===== config.mk =====
export PLATFORM = sky130hd
export DESIGN_NAME = cache_refill_ctrl
export DESIGN_NICKNAME = d
export VERILOG_FILES = /design/src/rtl/cache_pkg.sv /design/src/rtl/cache_victim_rr.sv /design/src/rtl/cache_refill_ctrl.sv
export SDC_FILE = /design/constraint.sdc
export NUM_CORES = 1
export LEC_CHECK = 0
export ABC_AREA = 1
export CAP_MARGIN = 10
export CORE_UTILIZATION = 48
export CTS_BUF_LIST = sky130_fd_sc_hd__clkbuf_4 sky130_fd_sc_hd__clkbuf_8
export CTS_CLUSTER_DIAMETER = 150
export DETAILED_ROUTE_END_ITERATION = 16
export PLACE_DENSITY = 0.85
export SLEW_MARGIN = 25
export SYNTH_ARGS = -nofsm -noshare
export SYNTH_HDL_FRONTEND = slang
export SYNTH_HIERARCHICAL = 1
export SYNTH_SLANG_ARGS = --single-unit

===== constraint.sdc =====
create_clock -name clk -period 1.7 [get_ports clk]
set_input_delay 0.34 -clock clk [delete_from_list [all_inputs] [get_ports clk]]
set_output_delay 0.34 -clock clk [all_outputs]
set_load 0.02 [all_outputs]

===== src/rtl/cache_pkg.sv =====
// Shared types and constants for the cache refill controller and its victim selector.
package cache_pkg;

    typedef enum logic [2:0] {
        ST_IDLE  = 3'd0,
        ST_REQ   = 3'd1,
        ST_FILL  = 3'd2,
        ST_STORE = 3'd3,
        ST_DONE  = 3'd4
    } refill_state_e;

    localparam int WORD_SEL_LSB = 2;
    localparam int OFFSET_W     = 4;

    localparam logic [1:0] MODE_1WAY = 2'b00;
    localparam logic [1:0] MODE_2WAY = 2'b01;
    localparam logic [1:0] MODE_4WAY = 2'b10;
    localparam logic [1:0] MODE_8WAY = 2'b11;

    // Number of ways selectable in a given associativity mode.
    function automatic logic [3:0] ways_of(input logic [1:0] mode);
        logic [3:0] ways;
        case (mode)
            MODE_1WAY: ways = 4'd1;
            MODE_2WAY: ways = 4'd2;
            MODE_4WAY: ways = 4'd4;
            MODE_8WAY: ways = 4'd8;
            default:   ways = 4'd1;
        endcase
        return ways;
    endfunction

endpackage


===== src/rtl/cache_victim_rr.sv =====
// Round-robin victim way counter; the count wraps within the ways of the current mode.
module cache_victim_rr
    import cache_pkg::*;
#(
    parameter int MAX_WAYS = 8,
    parameter int WAY_W    = $clog2(MAX_WAYS)
) (
    input  logic             clk,
    input  logic             reset,
    input  logic             advance,
    input  logic [1:0]       mode,
    output logic [WAY_W-1:0] mask,
    output logic [WAY_W-1:0] way
);

    logic [WAY_W-1:0] count_r;

    // Mask of valid way bits for the mode, and the masked victim.
    always_comb begin
        mask = WAY_W'(ways_of(mode) - 4'd1);
        way  = count_r & mask;
    end

    // Victim counter register.
    always_ff @(posedge clk) begin
        if (!reset) begin
            count_r <= '0;
        end else if (advance) begin
            count_r <= (count_r + {{(WAY_W-1){1'b0}}, 1'b1}) & mask;
        end else begin
            count_r <= count_r;
        end
    end

endmodule


===== src/rtl/cache_refill_ctrl.sv =====
// Cache miss refill controller: bursts a 4-word line, streams it into the cache, replays a store.
// Optional build macro CRITICAL_WORD_FIRST_EN: burst starts at the faulting word, first beat flagged.
module cache_refill_ctrl
    import cache_pkg::*;
#(
    parameter int ADDR_W         = 32,
    parameter int DATA_W         = 32,
    parameter int WORDS_PER_LINE = 4,
    parameter int MAX_WAYS       = 8
) (
    input  logic              clk,
    input  logic              reset,
    input  logic              miss,
    input  logic [ADDR_W-1:0] address,
    input  logic              write,
    input  logic [DATA_W-1:0] data_in,
    input  logic [1:0]        selection_signal,
    output logic              busy,
    output logic              mem_rd,
    output logic [ADDR_W-1:0] mem_addr,
    input  logic              mem_ack,
    input  logic              mem_rvalid,
    input  logic [DATA_W-1:0] mem_rdata,
    output logic              fill_valid,
    output logic [ADDR_W-1:0] fill_addr,
    output logic [2:0]        fill_way,
    output logic [DATA_W-1:0] fill_data,
    output logic              fill_done
`ifdef CRITICAL_WORD_FIRST_EN
    ,
    output logic              fill_critical
`endif
);

    localparam int         WAY_W    = $clog2(MAX_WAYS);
    localparam logic [1:0] LAST_CNT = 2'(WORDS_PER_LINE - 1);

    refill_state_e                  state_r;
    refill_state_e                  next_state_s;
    logic [ADDR_W-1:WORD_SEL_LSB]   addr_r;
    logic                           write_r;
    logic [DATA_W-1:0]              data_r;
    logic [1:0]                     mode_r;
    logic [1:0]                     beat_r;
    logic [1:0]                     cnt_r;
    logic                           last_r;
    logic [1:0]                     start_beat_s;
    logic [ADDR_W-1:0]              req_addr_s;
    logic [1:0]                     victim_mode_s;
    logic                           victim_adv_s;
    logic [WAY_W-1:0]               victim_mask_s;
    logic [WAY_W-1:0]               victim_way_s;
    logic                           capture_s;
    logic                           unused_s;

    assign unused_s = ^{address[WORD_SEL_LSB-1:0], victim_mask_s};

    // Burst start word and request address for the incoming miss.
    always_comb begin
`ifdef CRITICAL_WORD_FIRST_EN
        start_beat_s = address[OFFSET_W-1:WORD_SEL_LSB];
        req_addr_s   = {address[ADDR_W-1:WORD_SEL_LSB], {WORD_SEL_LSB{1'b0}}};
`else
        start_beat_s = 2'b00;
        req_addr_s   = {address[ADDR_W-1:OFFSET_W], {OFFSET_W{1'b0}}};
`endif
    end

    // Victim selector sees the live mode only while idle, so a mid-refill mode change is ignored.
    always_comb begin
        if (state_r == ST_IDLE) begin
            victim_mode_s = selection_signal;
        end else begin
            victim_mode_s = mode_r;
        end
        victim_adv_s = (state_r == ST_DONE);
        capture_s    = (state_r == ST_FILL) && !last_r && mem_rvalid;
    end

    cache_victim_rr #(
        .MAX_WAYS (MAX_WAYS),
        .WAY_W    (WAY_W)
    ) u_victim (
        .clk     (clk),
        .reset   (reset),
        .advance (victim_adv_s),
        .mode    (victim_mode_s),
        .mask    (victim_mask_s),
        .way     (victim_way_s)
    );

    // FSM state register.
    always_ff @(posedge clk) begin
        if (!reset) begin
            state_r <= ST_IDLE;
        end else begin
            state_r <= next_state_s;
        end
    end

    // Next-state logic; FILL lingers one cycle after the last beat so its fill write lands first.
    always_comb begin
        next_state_s = state_r;
        case (state_r)
            ST_IDLE: begin
                if (miss) next_state_s = ST_REQ;
                else      next_state_s = ST_IDLE;
            end
            ST_REQ: begin
                if (mem_ack) next_state_s = ST_FILL;
                else         next_state_s = ST_REQ;
            end
            ST_FILL: begin
                if (last_r && write_r) next_state_s = ST_STORE;
                else if (last_r)       next_state_s = ST_DONE;
                else                   next_state_s = ST_FILL;
            end
            ST_STORE: next_state_s = ST_DONE;
            ST_DONE:  next_state_s = ST_IDLE;
            default:  next_state_s = ST_IDLE;
        endcase
    end

    // Latched miss context, beat tracking and all registered outputs.
    always_ff @(posedge clk) begin
        if (!reset) begin
            addr_r     <= '0;
            write_r    <= 1'b0;
            data_r     <= '0;
            mode_r     <= 2'b00;
            beat_r     <= 2'b00;
            cnt_r      <= 2'b00;
            last_r     <= 1'b0;
            busy       <= 1'b0;
            mem_rd     <= 1'b0;
            mem_addr   <= '0;
            fill_valid <= 1'b0;
            fill_addr  <= '0;
            fill_way   <= 3'b000;
            fill_data  <= '0;
            fill_done  <= 1'b0;
`ifdef CRITICAL_WORD_FIRST_EN
            fill_critical <= 1'b0;
`endif
        end else begin
            busy       <= (next_state_s != ST_IDLE);
            mem_rd     <= (next_state_s == ST_REQ);
            fill_done  <= (next_state_s == ST_DONE);
            fill_valid <= 1'b0;
`ifdef CRITICAL_WORD_FIRST_EN
            fill_critical <= 1'b0;
`endif
            if ((state_r == ST_IDLE) && miss) begin
                addr_r   <= address[ADDR_W-1:WORD_SEL_LSB];
                write_r  <= write;
                data_r   <= data_in;
                mode_r   <= selection_signal;
                mem_addr <= req_addr_s;
                fill_way <= 3'(victim_way_s);
                beat_r   <= start_beat_s;
                cnt_r    <= 2'b00;
                last_r   <= 1'b0;
            end
            if (capture_s) begin
                fill_valid <= 1'b1;
                fill_data  <= mem_rdata;
                fill_addr  <= {addr_r[ADDR_W-1:OFFSET_W], beat_r, {WORD_SEL_LSB{1'b0}}};
                beat_r     <= beat_r + 2'd1;
                cnt_r      <= cnt_r + 2'd1;
                last_r     <= (cnt_r == LAST_CNT);
`ifdef CRITICAL_WORD_FIRST_EN
                fill_critical <= (cnt_r == 2'b00);
`endif
            end else if (next_state_s == ST_STORE) begin
                // Replay the pending store over the word just filled from memory.
                fill_valid <= 1'b1;
                fill_data  <= data_r;
                fill_addr  <= {addr_r, {WORD_SEL_LSB{1'b0}}};
            end
        end
    end

endmodule


==> summary.txt <==
Global routing
  – GRT Util Overall: 0.2286
  – Initial antenna violation count: 0
  – Largest net degree at the start of global routing: 42
  – Remaining Overflow, GRT: 0
  – First-pass GRT wire length: ~24,000 um
  – Vias in the first global route: 5,217

Timing
  – Setup TNS: 0 ns
  – # setup viols final: 0
  – Fin Hold WS: 0.3470 ns
  – Fin. Hold Viols: 0
  – Rel. slew slack: 0.5627
  – Peak Freq: ~0.65 GHz
  – Minimum clock period: between 1.5 and 2 ns
  – Worst slew pin tran: between 0.6 and 0.7 ns
  – Max-slew violations: 0
  – Unrepaired setup endpoints after global routing: no
  – Clk_skew: slightly above 0.009 ns
  – Final period utilization: 0.9034

Setup path
  – CP Launch Type: flop
  – Worst Path Arrival: 1.90 ns
  – Worst setup EP type: flop
  – Critical path class: reg -> reg
  – CP max FO: 25
  – Crit path required time: approximately 2.1 ns

Floorplanning
  – Die width: around 120 um
  – # rows: 41
  – IO Pins: roughly 210
  – CORE AREA: around 0.013 sq mm
  – Die ar.: 0.01348 sq mm
  – Die Span Y: 116.1 um
  – Initial Util: 0.4933

Clocking
  – Hold-fix buffers, CTS: 0
  – Clock latency on the worst-skew pair: around 0.43 ns
  – TritonCTS clock tree: built
  – # H-tree levels: 4
  – Worst-path clk slew: approximately 0.070 ns
  – Maximum clock path buffer count: 2
  – Post-CTS Setup Bufs: 0
  – CTS root buf: clkbuf_8
  – Clock sinks: around 150
  – TritonCTS buffer count: 17

Power
  – PD cells: ~950 mW/mm^2
  – Max VDD drop: between 0.7 and 0.8 mV
  – Pleak: about 4.2 nW

Detailed routing
  – Via density per instance: roughly 4.8
  – Vias: between 5,000 and 6,000
  – Avg WL per Cell: about 12 um
  – DR iter-0 viols: approximately 370
  – DRT Pass-1 Iters: 4
  – Wirelength, routed: 15,300 um
  – Antenna-violating nets left: 0
  – DRC: 0

Cells and area
  – Most frequent cells in the layout: 161 x nand2_1, 145 x dfxtp_1, 114 x inv_1
  – Fill cell count: about 1,100
  – Area Growth Syn to Fin: 38.81%
  – Finished Layout Cells: about 1,200
  – Commonest non-fill, non-tap cell in the layout: nand2_1
  – Ant diodes: 0
  – Layout cells sized above 1: 0.07460
  – Final net count: between 1,000 and 1,500

Synthesis
  – Yosys warns: 6
  – Synthesized area: 0.006251 sq mm
  – Cells after synthesis: 884
  – Avg Inst Size Synth: 7.071 sq um

Run
  – Max-Cap Viols: 0

Outcome
  – Run status: completed

Hold path
  – Worst hold path type: in -> reg

Placed design
  – Placed cells: ~1,200
  – Placer Congestion: ~0.76
  – DP Wirelength: approximately 10,000 um
  – PortBufs: 198
## where the power goes
part           switching, mW  internal [mW]  total [mW]
Clock                   1.23           1.96        3.18
Sequential             0.115           3.62        3.73
Combinational          0.724          0.602        1.33
Total                   2.07           6.17        8.24
## critical path, stage by stage, from the launching register on
cell,delay (ns)
dfxtp_1,0.32
inv_2,0.05
nand3_1,0.15
nor2_4,0.55
buf_4,0.25
nor3_1,0.05
nor2_1,0.10
## flip-flops by register name (all words and copies together), names as in the netlist
signal            cells
cnt_r                 2
beat_r                2
addr_r               30
fill_done             1
fill_valid            1
u_victim/count_r      3
last_r                1
write_r               1
fill_way              3
mem_rd                1
data_r               32
state_r               3
busy                  1
mode_r                2
fill_addr            30
fill_data            32
## per-stage QoR
stage | utilization | power [mW] | setup slack [ns] | area (sq um)
after floorplan | - | 4.631 | 0.3185 | 6270
after global placement | 0.6547 | 5.184 | -0.1153 | 8295
after detailed placement | 0.6551 | 5.215 | -0.1309 | 8300
after CTS | 0.6841 | 8.300 | 0.06271 | 8668
after global routing | 0.6848 | 8.611 | 0.02775 | 8677
final | 0.6848 | 8.241 | 0.1642 | 8677
## final timing paths
path | from | to | slack, ns | cells after the start
setup / recovery | state_r[2] | fill_addr[29] | 0.16 | 6
hold / removal | reset | fill_data[30] | 0.35 | 3
hold reg to reg | fill_way[0] | fill_way[0] | 0.44 | 2
setup reg to reg | state_r[2] | fill_addr[29] | 0.16 | 6
## per-layer routing
| metal | part of all wire | wire length, um | track usage |
|---|---|---|---|
| met1 | 0.42 | 6465 | 0.2592 |
| met2 | 0.48 | 7292 | 0.3893 |
| met3 | 0.056 | 862 | 0.06539 |
| met4 | 0.045 | 682 | 0.1239 |
| met5 | 0 | 0 | 0 |
## layout make-up
type / count / area, sq um / share of cell area
Multi-Input combinational cell: 536 / 2422 / 0.2792
Timing Repair Buffer: 228 / 2208 / 0.2545
Clock inverter: 9 / 175.2 / 0.02019
Clock buffer: 23 / 310.3 / 0.03576
Inverter: 118 / 442.9 / 0.05105
Sequential cell: 145 / 2903 / 0.3345
Tap cell: 172 / 215.2 / 0.02480
## repair_timing
item	CTS	global route
resized for setup	98	3
pin swaps	0	1
setup endpoints to repair	98	7
Power figures use the tool's default switching activity.
